**src/rtl/demo_sequencer.sv**
```systemverilog
// Frame-level sequencer for the demo effect: counts frames on vsync rising edges,
// applies pause/step/speed control and runs the scene-skip fade sequence.
module demo_sequencer #(
  parameter int unsigned FRAME_W     = 12,
  parameter int unsigned RESET_FRAME = 300
) (
  input  logic               clk,
  input  logic               reset,
  input  logic               vsync,
  input  logic               pause,
  input  logic               step,
  input  logic               skip,
  input  logic [1:0]         speed,
  output logic               frame_tick,
  output logic [FRAME_W-1:0] frame_counter,
  output logic [6:0]         phase,
  output logic [1:0]         scene,
  output logic               zoom_mode,
  output logic               mode_a,
  output logic               mode_b,
  output logic [1:0]         fade
);

  typedef enum logic [1:0] {StRun, StPaused, StFadeOut, StFadeIn} state_e;

  state_e             state_q, state_d;
  logic [FRAME_W-1:0] cnt_q, cnt_d;
  logic [1:0]         fade_q, fade_d;
  logic [2:0]         div_q;
  logic               vsync_q;
  logic               skip_pend_q, skip_pend_d;
  logic               step_pend_q, step_pend_d;
  logic               frame_tick_q;

  logic               tick;
  logic               adv;
  logic [2:0]         mask;
  logic [FRAME_W-1:0] cnt_inc;
  logic [FRAME_W-1:0] cnt_jump;
  logic               skip_taken;
  logic               step_taken;

  assign tick     = vsync & ~vsync_q;
  assign cnt_inc  = cnt_q + FRAME_W'(1);
  // Start of the next 128-frame scene; the carry wraps naturally at 2^FRAME_W.
  assign cnt_jump = (cnt_q | FRAME_W'(7'h7F)) + FRAME_W'(1);

  // Divider mask: advance when the low 'speed' bits of div are all ones.
  always_comb begin
    mask = 3'b000;
    unique case (speed)
      2'd0: mask = 3'b000;
      2'd1: mask = 3'b001;
      2'd2: mask = 3'b011;
      2'd3: mask = 3'b111;
      default: mask = 3'b000;
    endcase
  end

  assign adv = tick & ((div_q & mask) == mask);

  // Next-state logic: everything moves only on a frame tick.
  always_comb begin
    state_d    = state_q;
    cnt_d      = cnt_q;
    fade_d     = fade_q;
    skip_taken = 1'b0;
    step_taken = 1'b0;
    if (tick) begin
      case (state_q)
        StRun: begin
          if (skip_pend_q) begin
            state_d    = StFadeOut;
            fade_d     = 2'd2;
            skip_taken = 1'b1;
            if (adv) cnt_d = cnt_inc;
          end else if (pause) begin
            state_d = StPaused;
          end else if (adv) begin
            cnt_d = cnt_inc;
          end
        end
        StPaused: begin
          if (skip_pend_q) begin
            state_d    = StFadeOut;
            fade_d     = 2'd2;
            skip_taken = 1'b1;
            if (adv) cnt_d = cnt_inc;
          end else if (step_pend_q) begin
            // A step ignores the speed divider.
            cnt_d      = cnt_inc;
            step_taken = 1'b1;
          end else if (!pause) begin
            state_d = StRun;
          end
        end
        StFadeOut: begin
          if (fade_q != 2'd0) begin
            fade_d = fade_q - 2'd1;
            if (adv) cnt_d = cnt_inc;
          end else begin
            cnt_d   = cnt_jump;
            state_d = StFadeIn;
          end
        end
        StFadeIn: begin
          fade_d = fade_q + 2'd1;
          if (adv) cnt_d = cnt_inc;
          if (fade_q == 2'd2) state_d = StRun;
        end
        default: state_d = StRun;
      endcase
    end
  end

  // Pending requests: captured only while not fading, dropped once consumed.
  always_comb begin
    skip_pend_d = skip_pend_q;
    step_pend_d = step_pend_q;
    if (skip_taken) begin
      skip_pend_d = 1'b0;
    end else if (skip && (state_q == StRun || state_q == StPaused)) begin
      skip_pend_d = 1'b1;
    end
    // A step is only meaningful while paused, so leaving PAUSED discards it.
    if (step_taken || (tick && state_q == StPaused && state_d != StPaused)) begin
      step_pend_d = 1'b0;
    end else if (step && state_q == StPaused) begin
      step_pend_d = 1'b1;
    end
  end

  // State registers; vsync_q resets high so a vsync already high at release is not a tick.
  always_ff @(posedge clk) begin
    if (reset) begin
      state_q      <= StRun;
      cnt_q        <= FRAME_W'(RESET_FRAME);
      fade_q       <= 2'd3;
      div_q        <= 3'd0;
      vsync_q      <= 1'b1;
      skip_pend_q  <= 1'b0;
      step_pend_q  <= 1'b0;
      frame_tick_q <= 1'b0;
    end else begin
      state_q      <= state_d;
      cnt_q        <= cnt_d;
      fade_q       <= fade_d;
      vsync_q      <= vsync;
      skip_pend_q  <= skip_pend_d;
      step_pend_q  <= step_pend_d;
      frame_tick_q <= tick;
      if (tick) div_q <= div_q + 3'd1;
    end
  end

  assign frame_tick    = frame_tick_q;
  assign frame_counter = cnt_q;
  assign fade          = fade_q;
  assign phase         = cnt_q[6:0];
  assign scene         = cnt_q[8:7];
  assign zoom_mode     = cnt_q[7] & cnt_q[8];
  assign mode_a        = cnt_q[8];
  assign mode_b        = cnt_q[7] ^ cnt_q[8];

endmodule

```
**config.mk**
```make
export PLATFORM = sky130hd
export DESIGN_NAME = demo_sequencer
export DESIGN_NICKNAME = d
export VERILOG_FILES = /design/src/rtl/demo_sequencer.sv
export SDC_FILE = /design/constraint.sdc
export NUM_CORES = 1
export LEC_CHECK = 0
export BUFFER_PORTS_ARGS = -buffer_cell sky130_fd_sc_hd__buf_2
export CAP_MARGIN = 20
export CORE_MARGIN = 1.5
export CORE_UTILIZATION = 55
export CTS_CLUSTER_SIZE = 10
export DETAILED_ROUTE_END_ITERATION = 16
export GPL_TIMING_DRIVEN = 1
export PLACE_DENSITY = 0.8
export SYNTH_ARGS = -nofsm -noshare
export SYNTH_HDL_FRONTEND = slang
export SYNTH_SLANG_ARGS = --single-unit
export TNS_END_PERCENT = 30
```
**constraint.sdc**
```tcl
create_clock -name clk -period 4.5 [get_ports clk]
set_clock_uncertainty 0.2 [all_clocks]
set_input_delay 1.35 -clock clk [delete_from_list [all_inputs] [get_ports clk]]
set_output_delay 1.35 -clock clk [all_outputs]
set_load 0.02 [all_outputs]
```
**Word-level counts from Yosys, hierarchy flattened**

Index checks and enable logic that the tools add are counted.

- Bits in registers: 23
- Bits in latches: 0
- Memory bits (writable): 0
- ROM bits: 0
- Input port bits: 8
- Output and inout port bits: 27
- Logic and storage cells: 73
- Memories: 0

- Add/subtract/negate cells: 5
- Multiply operators: 0
- Div/mod/pow operators: 0
- Magnitude comparators: 0
- Eq/ne operators: 13
- Shift operators: 0
- Mux-type cells: 27
- Bitwise gates (word level): 6
- Reductions and logical operators: 14

Operator list:

| kind | number |
|---|---|
| 12-bit two-way mux | 6 |
| 12-bit case mux with 4 select lines | 1 |
| 12-bit by 1-bit adder with 12-bit output, second input constant | 2 |
| 2-bit two-way mux | 10 |
| 3-bit case mux with 4 select lines | 1 |
| 2-bit == test, second input constant | 5 |
| 2-bit case mux with 4 select lines | 1 |
| 1-bit two-way mux | 7 |
| 3-bit inequality test, second input constant | 2 |
| 2-bit case mux with 3 select lines | 1 |
| 3-bit AND reduction | 2 |
| 2-bit OR reduction | 3 |
| 2-bit by 1-bit == test with 1-bit output, second input constant | 2 |
| 1-bit logical AND | 4 |
| 2-bit zero test | 2 |
| 2-bit by 1-bit inequality test with 1-bit output, second input constant | 2 |
| 3-bit by 1-bit adder with 3-bit output, second input constant | 1 |
| 1-bit AND | 3 |
| 3-bit AND | 1 |
| 3-bit == test | 1 |
| 2-bit by 1-bit adder with 2-bit output, second input constant | 1 |
| 1-bit logical OR | 2 |
| 2-bit inequality test, second input constant | 1 |
| 2-bit nonzero test | 1 |
| 3 further kinds | 3 |

**Longest topological paths before layout**

- Depth after elaboration: 9
- Depth in mapped cells: 9
- Depth with buffers taken out: 8

**Worst setup path before layout**

OpenSTA, ideal clock, no wires.

- Path type: in2reg
- Start point: in speed[0]
- End point: reg cnt_q[7], in the netlist frame_counter[7]
- Library setup time: 0.127 ns
- Arrival time: 2.441 ns
- Required time: 4.173 ns
- Setup slack: 1.732 ns
- Cell stages on the path: 6
- Path buffers: 0
- Cells stage by stage: nand2b_4 -> a311oi_4 -> nor3_4 -> mux2_1 -> a222oi_1 -> nor2_1

- Longest elaborated chain between the ends: 9
- Elaborated cells between the ends (all ways): 14
- Those cells by class: eq/ne (4); mux (7); bitwise (2); reduce/logical (1)

RTL lines:

| item | line | text |
|---|---|---|
| start: declaration | 13 | `input logic [1:0] speed,` |
| 2-bit == test, or another cell as far along | 51 | `unique case (speed)` |
| 3-bit case mux with 4 select lines * | 51 |  |
| 3-bit AND | 60 | `assign adv = tick & ((div_q & mask) == mask);` |
| 3-bit == test * | 60 |  |
| 1-bit AND * | 60 |  |
| 12-bit two-way mux * | n/a |  |
| 12-bit two-way mux (2 in a row) | n/a |  |
| 12-bit case mux with 4 select lines * | n/a |  |
| end signal: assignment | 137 | `cnt_q <= FRAME_W'(RESET_FRAME);` |
| end signal: assignment | 146 | `cnt_q <= cnt_d;` |
| end: declaration | 27 | `logic [FRAME_W-1:0] cnt_q, cnt_d;` |

Mark *: on every way between the ends. The rest lies on a longest branch, timed or not. The select of a mux whose other input is x is not followed.
A chain may end at the register's enable or synchronous reset.

**Final worst setup path**

- Start point: in vsync
- End point: reg cnt_q[4], in the netlist frame_counter[4]

- Longest elaborated chain between the ends: 6
- Elaborated cells between the ends (all ways): 9
- Those cells by class: mux (6); bitwise (2); reduce/logical (1)

RTL lines:

| item | line | text |
|---|---|---|
| start: declaration | 9 | `input logic vsync,` |
| 1-bit AND * | 43 | `assign tick = vsync & ~vsync_q;` |
| 1-bit AND | 60 |  |
| 12-bit two-way mux (3 in a row) | n/a |  |
| 12-bit case mux with 4 select lines | n/a |  |

Marked as above.

==> reports/qor_table.md <==
| Metric | Reported | Unit |
| --- | --- | --- |
| Count of H-tree levels built during CTS | 1 | - |
| Routed WL | 3430 | um |
| # clock sinks | 23 | - |
| Worst-Margin Slew | 619 | ps |
| Share of post-route cells with drive strength above 1 | 0.206 | - |
| Max clock buf depth | 2 | - |
| Hold WC Path Type | register to register | - |
| Depth of the worst register-to-register path | 8 | - |
| Net count of the mapped netlist | 224 | - |
| Unique masters post-synth | 57 | - |
| Mux cell area share after synthesis | 0.0129 | - |
| Seq/Total Area, Yosys | 0.279 | - |
| Register-to-register path setup slack | 1970 | ps |
| Clock latency on the worst-skew pair | 320 | ps |
| Run status | complete, but fails checks | - |
| End of the worst register-to-register path | frame_counter[3] | - |
| Total Power | 0.377 | mW |
| Area share of xor/xnor cells in the synthesized design | 0.0265 | - |
| Post-layout minimum cycle time | 2890 | ps |
| CTS tree | yes | - |
| Slew headroom | 0.583 | - |
| First-pass GRT wire length | 5920 | um |
| Post-CTS Hold Buffers | 0 | - |
| Post-route DRC | 2 | - |
| Accumulated negative setup slack | 0 | ps |
| Worst-case vdd ir drop | 0.121 | mV |
| Ys flop type | dfxtp_1 | - |
| Number of standard cells after synthesis | 209 | - |
| Critical path startpoint category | input pin | - |
| R2r startpoint | state_q[1] | - |
| Number of flip-flops and latches in the synthesized netlist | 23 | - |
| Antenna violations before repair | 0 | - |
| Share of the clock period used by the worst path after layout | 0.643 | - |
| Static Leakage | 0.695 | nW |
| # rows | 19 | - |
| GRT Total Usage | 0.218 | - |
| Vias after detailed routing | 1590 | - |
| Starting Density | 0.588 | - |
| Number of maximum-capacitance constraint violations | 0 | - |
| Most common cell after layout, fill and taps aside | buf_2 | - |
| Total half-perimeter wirelength after legalization and detailed placement | 2460 | um |
| Initial DRC Count | 79 | - |
| Utilization after layout | 0.628 | - |
| Share of synthesized flip-flops with an asynchronous set or reset | 0 | - |
| Placeable core region | 2810 | sq um |
| Number of enable flip-flop cells after synthesis | 0 | - |
| Post-CTS setup repair buffer count | 0 | - |
| Inserted Clock Buffers | 3 | - |
| Die span in x | 57.8 | um |
| Pin count of the biggest net entering global routing | 28 | - |
| Power Dens Cells | 214 | nW/um^2 |
| Worst path arrival time | 2940 | ps |
| Count of buffers from port buffering | 34 | - |
| Failing checks | DRC | - |
| Critical hold path startpoint | frame_counter[10] | - |
| Number of warnings issued by yosys | 0 | - |
| Clock slew seen by the registers of the worst setup and hold paths | 130 | ps |
| Placer's final routability congestion estimate | 0.846 | - |
| # setup viols final | 0 | - |
| Sink of the worst hold path | frame_counter[10] | - |
| Post-synthesis share of cell area spent on full adders, half adders and majority gates | 0.0531 | - |
| Number of optimization iterations in the first detailed-route pass | 10 | - |
| Setup Crit Path Kind | input pin to register | - |
| Syn Std Cell Area | 1650 | sq um |
| Total Nets Final | 244 | - |
| Routed WL per cell | 13.2 | um |
| Average size of a mapped cell | 7.90 | sq um |
| Total congestion overflow | 0 | - |
| Data required time of the critical path | 4550 | ps |
| Routed via count divided by cell count | 6.14 | - |
| Final number of max-transition violations | 0 | - |
| Post-cts sizing count | 0 | - |
| Die Outline Area | 3340 | sq um |
| Vertical extent of the die | 57.8 | um |
| Critical path endpoint category | register | - |
| Most frequent cells in the layout | buf_2, dfxtp_1, nand2_1, nor2_1, a21oi_1 | - |
| Ports | 35 | - |
| Main combinational cell family by area after synthesis | simple AND/OR/NAND/NOR gates | - |
| Cell depth of the worst min-delay path | 2 | - |
| Number of nets still failing antenna checks after routing | 0 | - |
| Number of inserted diodes | 0 | - |
| Simple-Gate Fraction of Synth Area | 0.280 | - |
| Highest achievable clock rate | 346 | MHz |
| Layout-stage area growth over the synthesis result | 6.75 | % |
| Critical path fanouts, max | 12 | - |
| Unrepaired setup endpoints after global routing | false | - |
| Clock root buffer | clkbuf_4 | - |
| Hold Vio Cnt, Final | 0 | - |
| Area fraction in compound gates after synthesis | 0.262 | - |
| Via count of the first global-routing pass | 1391 | - |
routing by layer:
metal,part of all wire,GRT usage,vias to the layer above
met5,0,0,-
met3,0.054,0.0424,2
met1,0.46,0.284,741
met4,0.0050,0.0498,0
li1,-,-,792
met2,0.48,0.372,55
critical path, cell delays in order:
cell,delay [ps]
buf_2,90
and2b_1,330
nand2b_1,340
a21oi_1,440
a41oi_1,170
a211oi_1,220
Yosys cell counts (all sizes together), types with 2 or more instances:
| library cell | count | area (sq um) |
|---|---|---|
| or3b | 2 | 17.5 |
| ha | 7 | 87.6 |
| dfxtp | 23 | 460 |
| a211oi | 3 | 22.5 |
| nand2 | 20 | 75.1 |
| a21o | 2 | 15.0 |
| nor2b | 6 | 40.0 |
| inv | 5 | 18.8 |
| a21oi | 19 | 95.1 |
| o21ai | 15 | 75.1 |
| o32ai | 2 | 17.5 |
| a21boi | 2 | 15.0 |
| xnor2 | 3 | 26.3 |
| nand2b | 9 | 63.8 |
| nand3b | 2 | 15.0 |
| o221ai | 2 | 17.5 |
| nor2 | 20 | 75.1 |
| a221oi | 2 | 17.5 |
| buf | 16 | 113 |
| nand4 | 3 | 18.8 |
| xor2 | 2 | 17.5 |
| nor3b | 2 | 20.0 |
| nand3 | 5 | 25.0 |
| nor4 | 2 | 12.5 |
| clkbuf | 3 | 11.3 |
| nor3 | 9 | 61.3 |
sequential cells by signal, indices dropped and copies added (netlist names):
register,cells
div_q,3
fade,2
frame_counter,12
frame_tick,1
skip_pend_q,1
state_q,2
step_pend_q,1
vsync_q,1
final cells by class:
class | count | area (sq um)
multi-input cells | 162 | 1050
flip-flops and latches | 23 | 460
inverters | 5 | 18.8
well taps | 31 | 38.8
fillers | 267 | 1040
repair buffers | 34 | 170
clock buffers | 4 | 26.3
cells by family after synthesis:
family | after synthesis
simple gates | 85
compound gates | 63
buf+inv | 24
flops | 23
fa+ha+maj | 7
xor+xnor | 5
mux | 2
how the worst max path moves through the flow:
stage	cells past startpoint	to	slack, ps	from
after CTS	6	frame_counter[4]	1640	vsync
final	6	frame_counter[4]	1610	vsync
after floorplan	6	frame_counter[7]	1730	speed[0]
after global routing	6	frame_counter[4]	1520	vsync
after global placement	6	frame_counter[4]	1380	vsync
after detailed placement	6	frame_counter[4]	1290	vsync
report_power, final:
group	leakage, nW	internal (mW)	switching (mW)	total (mW)
Combinational	0.493	0.0241	0.0376	0.0617
Sequential	0.187	0.208	0.00755	0.216
Clock	0.0150	0.0347	0.0641	0.0988
Total	0.695	0.267	0.109	0.377
metrics by stage:
stage	worst slack (ps)	cell area, sq um	hold WS [ps]	std cells
finish	1610	1760	317	259
CTS	1640	1760	325	259
global route	1520	1760	360	259
global placement	1380	1740	300	255
floorplan	1730	1650	280	209
detailed placement	1290	1740	306	255
(Power assumes the default switching activity.)
